==> src/rtl/rv32i_types_pkg.sv <==
// Shared rv32i pipeline types plus the register-scoreboard operand decode,
// so the scoreboard and the forwarding units agree on which operands are read.
package rv32i_types;

    typedef logic [4:0] rv32i_reg;

    typedef enum logic [6:0] {
        op_lui   = 7'b0110111,
        op_auipc = 7'b0010111,
        op_jal   = 7'b1101111,
        op_jalr  = 7'b1100111,
        op_br    = 7'b1100011,
        op_load  = 7'b0000011,
        op_store = 7'b0100011,
        op_imm   = 7'b0010011,
        op_reg   = 7'b0110011,
        op_csr   = 7'b1110011
    } rv32i_opcode;

    typedef struct packed {
        rv32i_opcode opcode;
        logic        load_regfile;
    } rv32i_control_word;

    localparam int unsigned SB_CNT_W = 2;

    function automatic logic uses_rs1(input rv32i_opcode op);
        return !(op == op_lui || op == op_auipc || op == op_jal);
    endfunction

    function automatic logic uses_rs2(input rv32i_opcode op);
        return (op == op_reg || op == op_store || op == op_br);
    endfunction

endpackage

==> src/rtl/regfile_scoreboard_sb_counter.sv <==
// One saturating pending-write counter: +inc, -dec (0..3) per cycle, with
// combinational overflow/underflow pulses for the parent's sticky flags.
module sb_counter
    import rv32i_types::*;
#(
    parameter int unsigned CNT_W = SB_CNT_W
) (
    input  logic             clk,
    input  logic             rst_n,
    input  logic             inc,
    input  logic [1:0]       dec,
    output logic [CNT_W-1:0] count,
    output logic             busy_nxt_c,
    output logic             ovf_c,
    output logic             unf_c
);

    localparam int unsigned SUM_W = CNT_W + 2;
    localparam logic [SUM_W-1:0] MAX_CNT = SUM_W'((1 << CNT_W) - 1);

    logic [SUM_W-1:0] up;
    logic [SUM_W-1:0] nxt;

    // All events of the cycle are summed before clamping.
    always_comb begin
        up    = SUM_W'(count) + SUM_W'(inc);
        nxt   = '0;
        ovf_c = 1'b0;
        unf_c = 1'b0;
        if (SUM_W'(dec) > up) begin
            unf_c = 1'b1;
        end else begin
            nxt = up - SUM_W'(dec);
            if (nxt > MAX_CNT) begin
                nxt   = MAX_CNT;
                ovf_c = 1'b1;
            end
        end
    end

    assign busy_nxt_c = (nxt != '0);

    always_ff @(posedge clk or negedge rst_n) begin
        if (!rst_n) begin
            count <= '0;
        end else begin
            count <= CNT_W'(nxt);
        end
    end

endmodule

==> src/rtl/regfile_scoreboard.sv <==
// Pending-write scoreboard for x1..x31; stalls ID on reads of unretired producers.
// Optional SCOREBOARD_WB_BYPASS_EN: a same-cycle WB retire of the last pending write unblocks the read.
module regfile_scoreboard
    import rv32i_types::*;
#(
    parameter int unsigned CNT_W = SB_CNT_W
) (
    input  logic              clk,
    input  logic              rst_n,
    input  rv32i_reg          id_rs1_num,
    input  rv32i_reg          id_rs2_num,
    input  rv32i_reg          id_rd_num,
    input  rv32i_control_word ctrl_word,
    input  logic              issue_valid,
    input  logic              wb_retire_valid,
    input  rv32i_reg          wb_rd_num,
    input  logic              kill0_valid,
    input  rv32i_reg          kill0_rd,
    input  logic              kill1_valid,
    input  rv32i_reg          kill1_rd,
    output logic              stall,
    output logic [31:0]       busy_mask,
    output logic              sb_overflow,
    output logic              sb_underflow
);

    logic [CNT_W-1:0] cnt [32];
    logic [31:1]      busy_nxt;
    logic [31:1]      ovf_vec;
    logic [31:1]      unf_vec;
    logic             rs1_busy_c;
    logic             rs2_busy_c;
    logic             issue_eff_c;

    assign cnt[0] = '0;

    always_comb begin
        rs1_busy_c = uses_rs1(ctrl_word.opcode) && (id_rs1_num != '0) && (cnt[id_rs1_num] != '0);
        rs2_busy_c = uses_rs2(ctrl_word.opcode) && (id_rs2_num != '0) && (cnt[id_rs2_num] != '0);
`ifdef SCOREBOARD_WB_BYPASS_EN
        // Data for the last outstanding write arrives via the WB->ID forward.
        if (wb_retire_valid && (wb_rd_num == id_rs1_num) && (cnt[id_rs1_num] == CNT_W'(1))) begin
            rs1_busy_c = 1'b0;
        end
        if (wb_retire_valid && (wb_rd_num == id_rs2_num) && (cnt[id_rs2_num] == CNT_W'(1))) begin
            rs2_busy_c = 1'b0;
        end
`endif
    end

    assign stall       = rs1_busy_c || rs2_busy_c;
    assign issue_eff_c = issue_valid && !stall && ctrl_word.load_regfile && (id_rd_num != '0);

    for (genvar r = 1; r < 32; r++) begin : g_cnt
        logic       inc_r;
        logic [1:0] dec_r;

        assign inc_r = issue_eff_c && (id_rd_num == 5'(r));
        assign dec_r = 2'(wb_retire_valid && (wb_rd_num == 5'(r)))
                     + 2'(kill0_valid && (kill0_rd == 5'(r)))
                     + 2'(kill1_valid && (kill1_rd == 5'(r)));

        sb_counter #(.CNT_W(CNT_W)) u_cnt (
            .clk        (clk),
            .rst_n      (rst_n),
            .inc        (inc_r),
            .dec        (dec_r),
            .count      (cnt[r]),
            .busy_nxt_c (busy_nxt[r]),
            .ovf_c      (ovf_vec[r]),
            .unf_c      (unf_vec[r])
        );
    end

    always_ff @(posedge clk or negedge rst_n) begin
        if (!rst_n) begin
            busy_mask    <= '0;
            sb_overflow  <= 1'b0;
            sb_underflow <= 1'b0;
        end else begin
            busy_mask    <= {busy_nxt, 1'b0};
            sb_overflow  <= sb_overflow  || (|ovf_vec);
            sb_underflow <= sb_underflow || (|unf_vec);
        end
    end

endmodule
==> config.mk <==
export PLATFORM = sky130hd
export DESIGN_NAME = regfile_scoreboard
export DESIGN_NICKNAME = d
export VERILOG_FILES = /design/src/rtl/rv32i_types_pkg.sv /design/src/rtl/regfile_scoreboard_sb_counter.sv /design/src/rtl/regfile_scoreboard.sv
export SDC_FILE = /design/constraint.sdc
export NUM_CORES = 1
export LEC_CHECK = 0
export ABC_AREA = 1
export CAP_MARGIN = 25
export CORE_MARGIN = 2
export CORE_UTILIZATION = 50
export CTS_CLUSTER_DIAMETER = 30
export CTS_CLUSTER_SIZE = 10
export DETAILED_ROUTE_END_ITERATION = 12
export GPL_TIMING_DRIVEN = 1
export MAX_ROUTING_LAYER = met4
export PLACE_DENSITY_LB_ADDON = 0.12
export SLEW_MARGIN = 15
export SYNTH_ARGS = -nofsm -noshare
export SYNTH_HDL_FRONTEND = slang
export SYNTH_SLANG_ARGS = --single-unit
==> constraint.sdc <==
create_clock -name clk -period 4.86 [get_ports clk]
set_clock_uncertainty 0.2 [all_clocks]
set_input_delay 0.972 -clock clk [delete_from_list [all_inputs] [get_ports clk]]
set_output_delay 0.972 -clock clk [all_outputs]
set_load 0.02 [all_outputs]
==> results.md <==
- Post-CTS Repair Setup Buffers: 0
- P_leak: 6.37 nW
- result of the run: finished, final reports clean
- fraction of synthesis flops using an asynchronous set or reset pin: 100%
- worst-margin pin slew: 0.615 ns
- GRT Residual Overflow: 0
- final hold slack: 0.320 ns
- total vias in the final route: 8,960
- RD Place Congestion: 0.964
- area of the placeable core: 20,200 um^2
- DRC Markers: 0
- I/O pin count: 79
- arrival time at the worst endpoint: 4.60 ns
- register area: 2380 um^2
- Combinational Power Share: 46.5%
- nature of the critical path startpoint: input pin
- startpoint of the worst-slack reg-to-reg timing path: g_cnt[18].u_cnt.count[1]
- Mean Syn Cell Area: 7.89 um^2
- number of DRC violations after detailed-routing iteration 0: 568
- number of buffer cells added on primary ports: 77
- total of fill cells in the finished design: 1,829
- kind of cell with the highest combined delay on the critical path: simple AND/OR/NAND/NOR gates
- Routed WL: 30,500 um
- Synth cell types: 34
- Register-to-Register Setup Slack: 0.50 ns
- post-DR wirelength/cell: 17.2 um
- share of the synthesized area in the top cell type: 23.2%
- clock period minus worst slack: 4.56 ns
- CTS H-tree lvls: 3
- number of nets with antenna violations after detailed routing: 0
- part of the Yosys area used for sequential elements: 23.2%
- Worst Setup End Kind: register
- Worst EP required: 4.90 ns
- fraction of final layout cells sized beyond drive strength 1: 13.6%
- critical path fanouts, max: 10
- Top FF cell, synth: sky130_fd_sc_hd__dfrtp_1
- ANT cells: 0
- commonest cells in the netlist: sky130_fd_sc_hd__inv_1 (321), sky130_fd_sc_hd__nand2_1 (192), sky130_fd_sc_hd__nor2_1 (174), sky130_fd_sc_hd__ha_1 (124), sky130_fd_sc_hd__dfrtp_1 (95)
- number of clock sinks: 95
- sum of net half-perimeters after detailed placement: 26,100 um
- net switching fraction of the power: 41.1%
- area enclosed by the die boundary: 21,700 um^2
- EDFF count, synth: 0
- fin nets: 1,760
- cell taking the most area after synthesis: sky130_fd_sc_hd__dfrtp_1
- Post-Syn Area: 10,300 um^2
- buffers and inverters on the worst path: 7
- flop and latch count out of synthesis: 95
- max-capacitance violation count: 0
- largest net degree at the start of global routing: 70
- type of the worst setup path: input pin to register
- global-route wire length before repair: 47,900 um
- Die Ht: 147 um
- overall power consumption: 3.79 mW
- Clock transition at path regs: 0.08 ns
- end of the worst register-to-register path: sb_overflow
- areal power density over the cells: 300 nW/um^2
- Internal: 2.23 mW
- share of total power in sequential cells: 32.5%
- area added between synthesis and finish: 23.0%
- effective utilization at floorplan: 50.9%
- slowest cell delay on critical path: 0.48 ns
- utilization of the core after routing: 62.6%
- Final setup viols: 0
- number of optimization iterations in the first detailed-route pass: 5
- number of hold violations in the final report: 0
- worst voltage drop across the vdd grid: 231 uV
- Cells after DPL: 1,757
- Bufs on Longest Clock Path: 2
- vias in the first global route: 8,862
- Slowest cell on crit path: sky130_fd_sc_hd__clkdlybuf4s50_1
- count of placed standard cells in the final layout, fillers left out: 1,774
- most instantiated library cell after synthesis: sky130_fd_sc_hd__inv_1
- tightest slew margin relative to the limit: 58.9%
- post-synthesis cell count: 1,300
- net switching power: 1.56 mW
- combined area of the multi-input logic cells: 6570 um^2
- total routing usage reported by global routing: 30.1%
- routed via count divided by cell count: 5.05
- CTS Buf Count: 9
- biggest area contributors in the synthesized netlist: sky130_fd_sc_hd__dfrtp_1 (23%), sky130_fd_sc_hd__fa_1 (18%), sky130_fd_sc_hd__ha_1 (15%)
- number of cells on the worst reg-to-reg path: 26
- clock root buffer: sky130_fd_sc_hd__clkbuf_16
- clock network power share: 21.1%
- Worst Hold Class: input pin to async pin
- unrepaired setup endpoints after global routing: false
- fin crit share: 93.8%
- Max Clock Freq: 219 MHz
- clock tree from TritonCTS: done
- initial antenna violation count: 0
- Synth Warn #: 0
- count of pins over their slew limit: 0
- Core Rows: 52
- DIE WIDTH: 147 um
- number of nets in the synthesized netlist: 1,561
- clock insertion delay at the later pin of the skew report: 0.36 ns
worst reg2reg max path: cells and delay by family, from the launching register on:
family | cells | cell delay, ns
flip-flops | 1 | 0.41
AND/OR/NAND/NOR | 16 | 1.99
adder cells (fa/ha/maj) | 4 | 0.97
buffers and inverters | 5 | 0.60
AO/OA/AOI/OAI | 1 | 0.08
metal layers:
metal,routed length (um),GRT usage [%],vias to the layer above
li1,-,-,4406
met1,13800,40.9,4274
met2,14300,48.0,242
met3,1660,3.82,38
met4,769,8.03,0
met5,0,-,-
through the flow:
step	setup TNS, ns	instance area, um^2	setup WS, ns
6_report	0	12600	0.301
5_1_grt	0	12600	0.0137
4_1_cts	0	12600	0.0147
3_5_place_dp	-3.60	12200	-0.597
3_3_place_gp	-3.26	12200	-0.600
2_1_floorplan	0	10300	0.690
cell families (layout without fill, tap and decap cells):
group	after synthesis	in the layout	synth area share (%)
simple gates	513	513	23.1
buf+inv	341	545	13.1
fa+ha+maj	217	217	33.3
compound gates	133	133	7.30
flops	95	95	23.2
other cells	1	1	0.0366
sequential cells by signal, indices dropped and copies added (netlist names):
signal	count
sb_overflow	1
sb_underflow	1
g_cnt.u_cnt.count	62
busy_mask	31
power groups by stage:
stage	clock [mW]	sequential (mW)	combinational, mW
3_5_place_dp	0	1.24	1.75
3_3_place_gp	0	1.24	1.70
4_1_cts	0.809	1.23	1.76
6_report	0.798	1.23	1.76
2_1_floorplan	0	1.21	1.02
5_1_grt	0.840	1.26	2.01
cell type report:
| cell class | instances | area share [%] |
|---|---|---|
| timing repair buffer | 203 | 14.3 |
| clock buffer | 10 | 1.89 |
| tap | 270 | 2.68 |
| clock inverter | 6 | 0.605 |
| inverter | 326 | 9.69 |
| sequential | 95 | 18.8 |
| multi-input combinational | 864 | 52.0 |
worst max path at each step:
| stage | start | cells after the start | endpoint |
|---|---|---|---|
| floorplan | id_rs1_num[1] | 25 | sb_overflow |
| global placement | id_rs1_num[0] | 27 | sb_underflow |
| detailed placement | id_rs1_num[0] | 27 | sb_underflow |
| CTS | id_rs1_num[0] | 28 | sb_overflow |
| global route | id_rs2_num[2] | 26 | sb_overflow |
| finish | ctrl_word[5] | 25 | sb_overflow |
cells in the final DEF (no fill, tap or decap), types with 2 or more instances in the layout:
cell type | Yosys | final
sky130_fd_sc_hd__or3_1 | 2 | 2
sky130_fd_sc_hd__nand2_1 | 192 | 191
sky130_fd_sc_hd__buf_4 | 2 | 121
sky130_fd_sc_hd__o31ai_1 | 15 | 15
sky130_fd_sc_hd__ha_1 | 124 | 124
sky130_fd_sc_hd__or2_2 | 13 | 13
sky130_fd_sc_hd__clkdlybuf4s50_1 | 0 | 71
sky130_fd_sc_hd__inv_2 | 4 | 5
sky130_fd_sc_hd__buf_12 | 3 | 5
sky130_fd_sc_hd__and2_1 | 2 | 2
sky130_fd_sc_hd__a21oi_1 | 50 | 50
sky130_fd_sc_hd__o22ai_1 | 7 | 7
sky130_fd_sc_hd__clkinvlp_4 | 0 | 2
sky130_fd_sc_hd__nor2_1 | 174 | 172
sky130_fd_sc_hd__nor3_1 | 11 | 11
sky130_fd_sc_hd__nand2_2 | 3 | 4
sky130_fd_sc_hd__nand3_1 | 62 | 62
sky130_fd_sc_hd__nor2_2 | 2 | 4
sky130_fd_sc_hd__a21o_1 | 2 | 2
sky130_fd_sc_hd__nand4_1 | 6 | 6
sky130_fd_sc_hd__a31oi_1 | 21 | 21
sky130_fd_sc_hd__o21ai_0 | 35 | 35
sky130_fd_sc_hd__nor2_4 | 31 | 31
sky130_fd_sc_hd__inv_8 | 0 | 2
sky130_fd_sc_hd__dfrtp_1 | 95 | 95
sky130_fd_sc_hd__fa_1 | 93 | 93
sky130_fd_sc_hd__clkbuf_16 | 0 | 9
sky130_fd_sc_hd__dlymetal6s2s_1 | 0 | 4
sky130_fd_sc_hd__nor4_1 | 13 | 11
sky130_fd_sc_hd__inv_1 | 321 | 320
timing repair:
item	4_1_cts	5_1_grt
pin swaps	0	1
hold buffers	0	0
gates resized for setup	6	8
setup endpoints to repair	2	8
No activity file was read; power rests on OpenSTA's default activity.
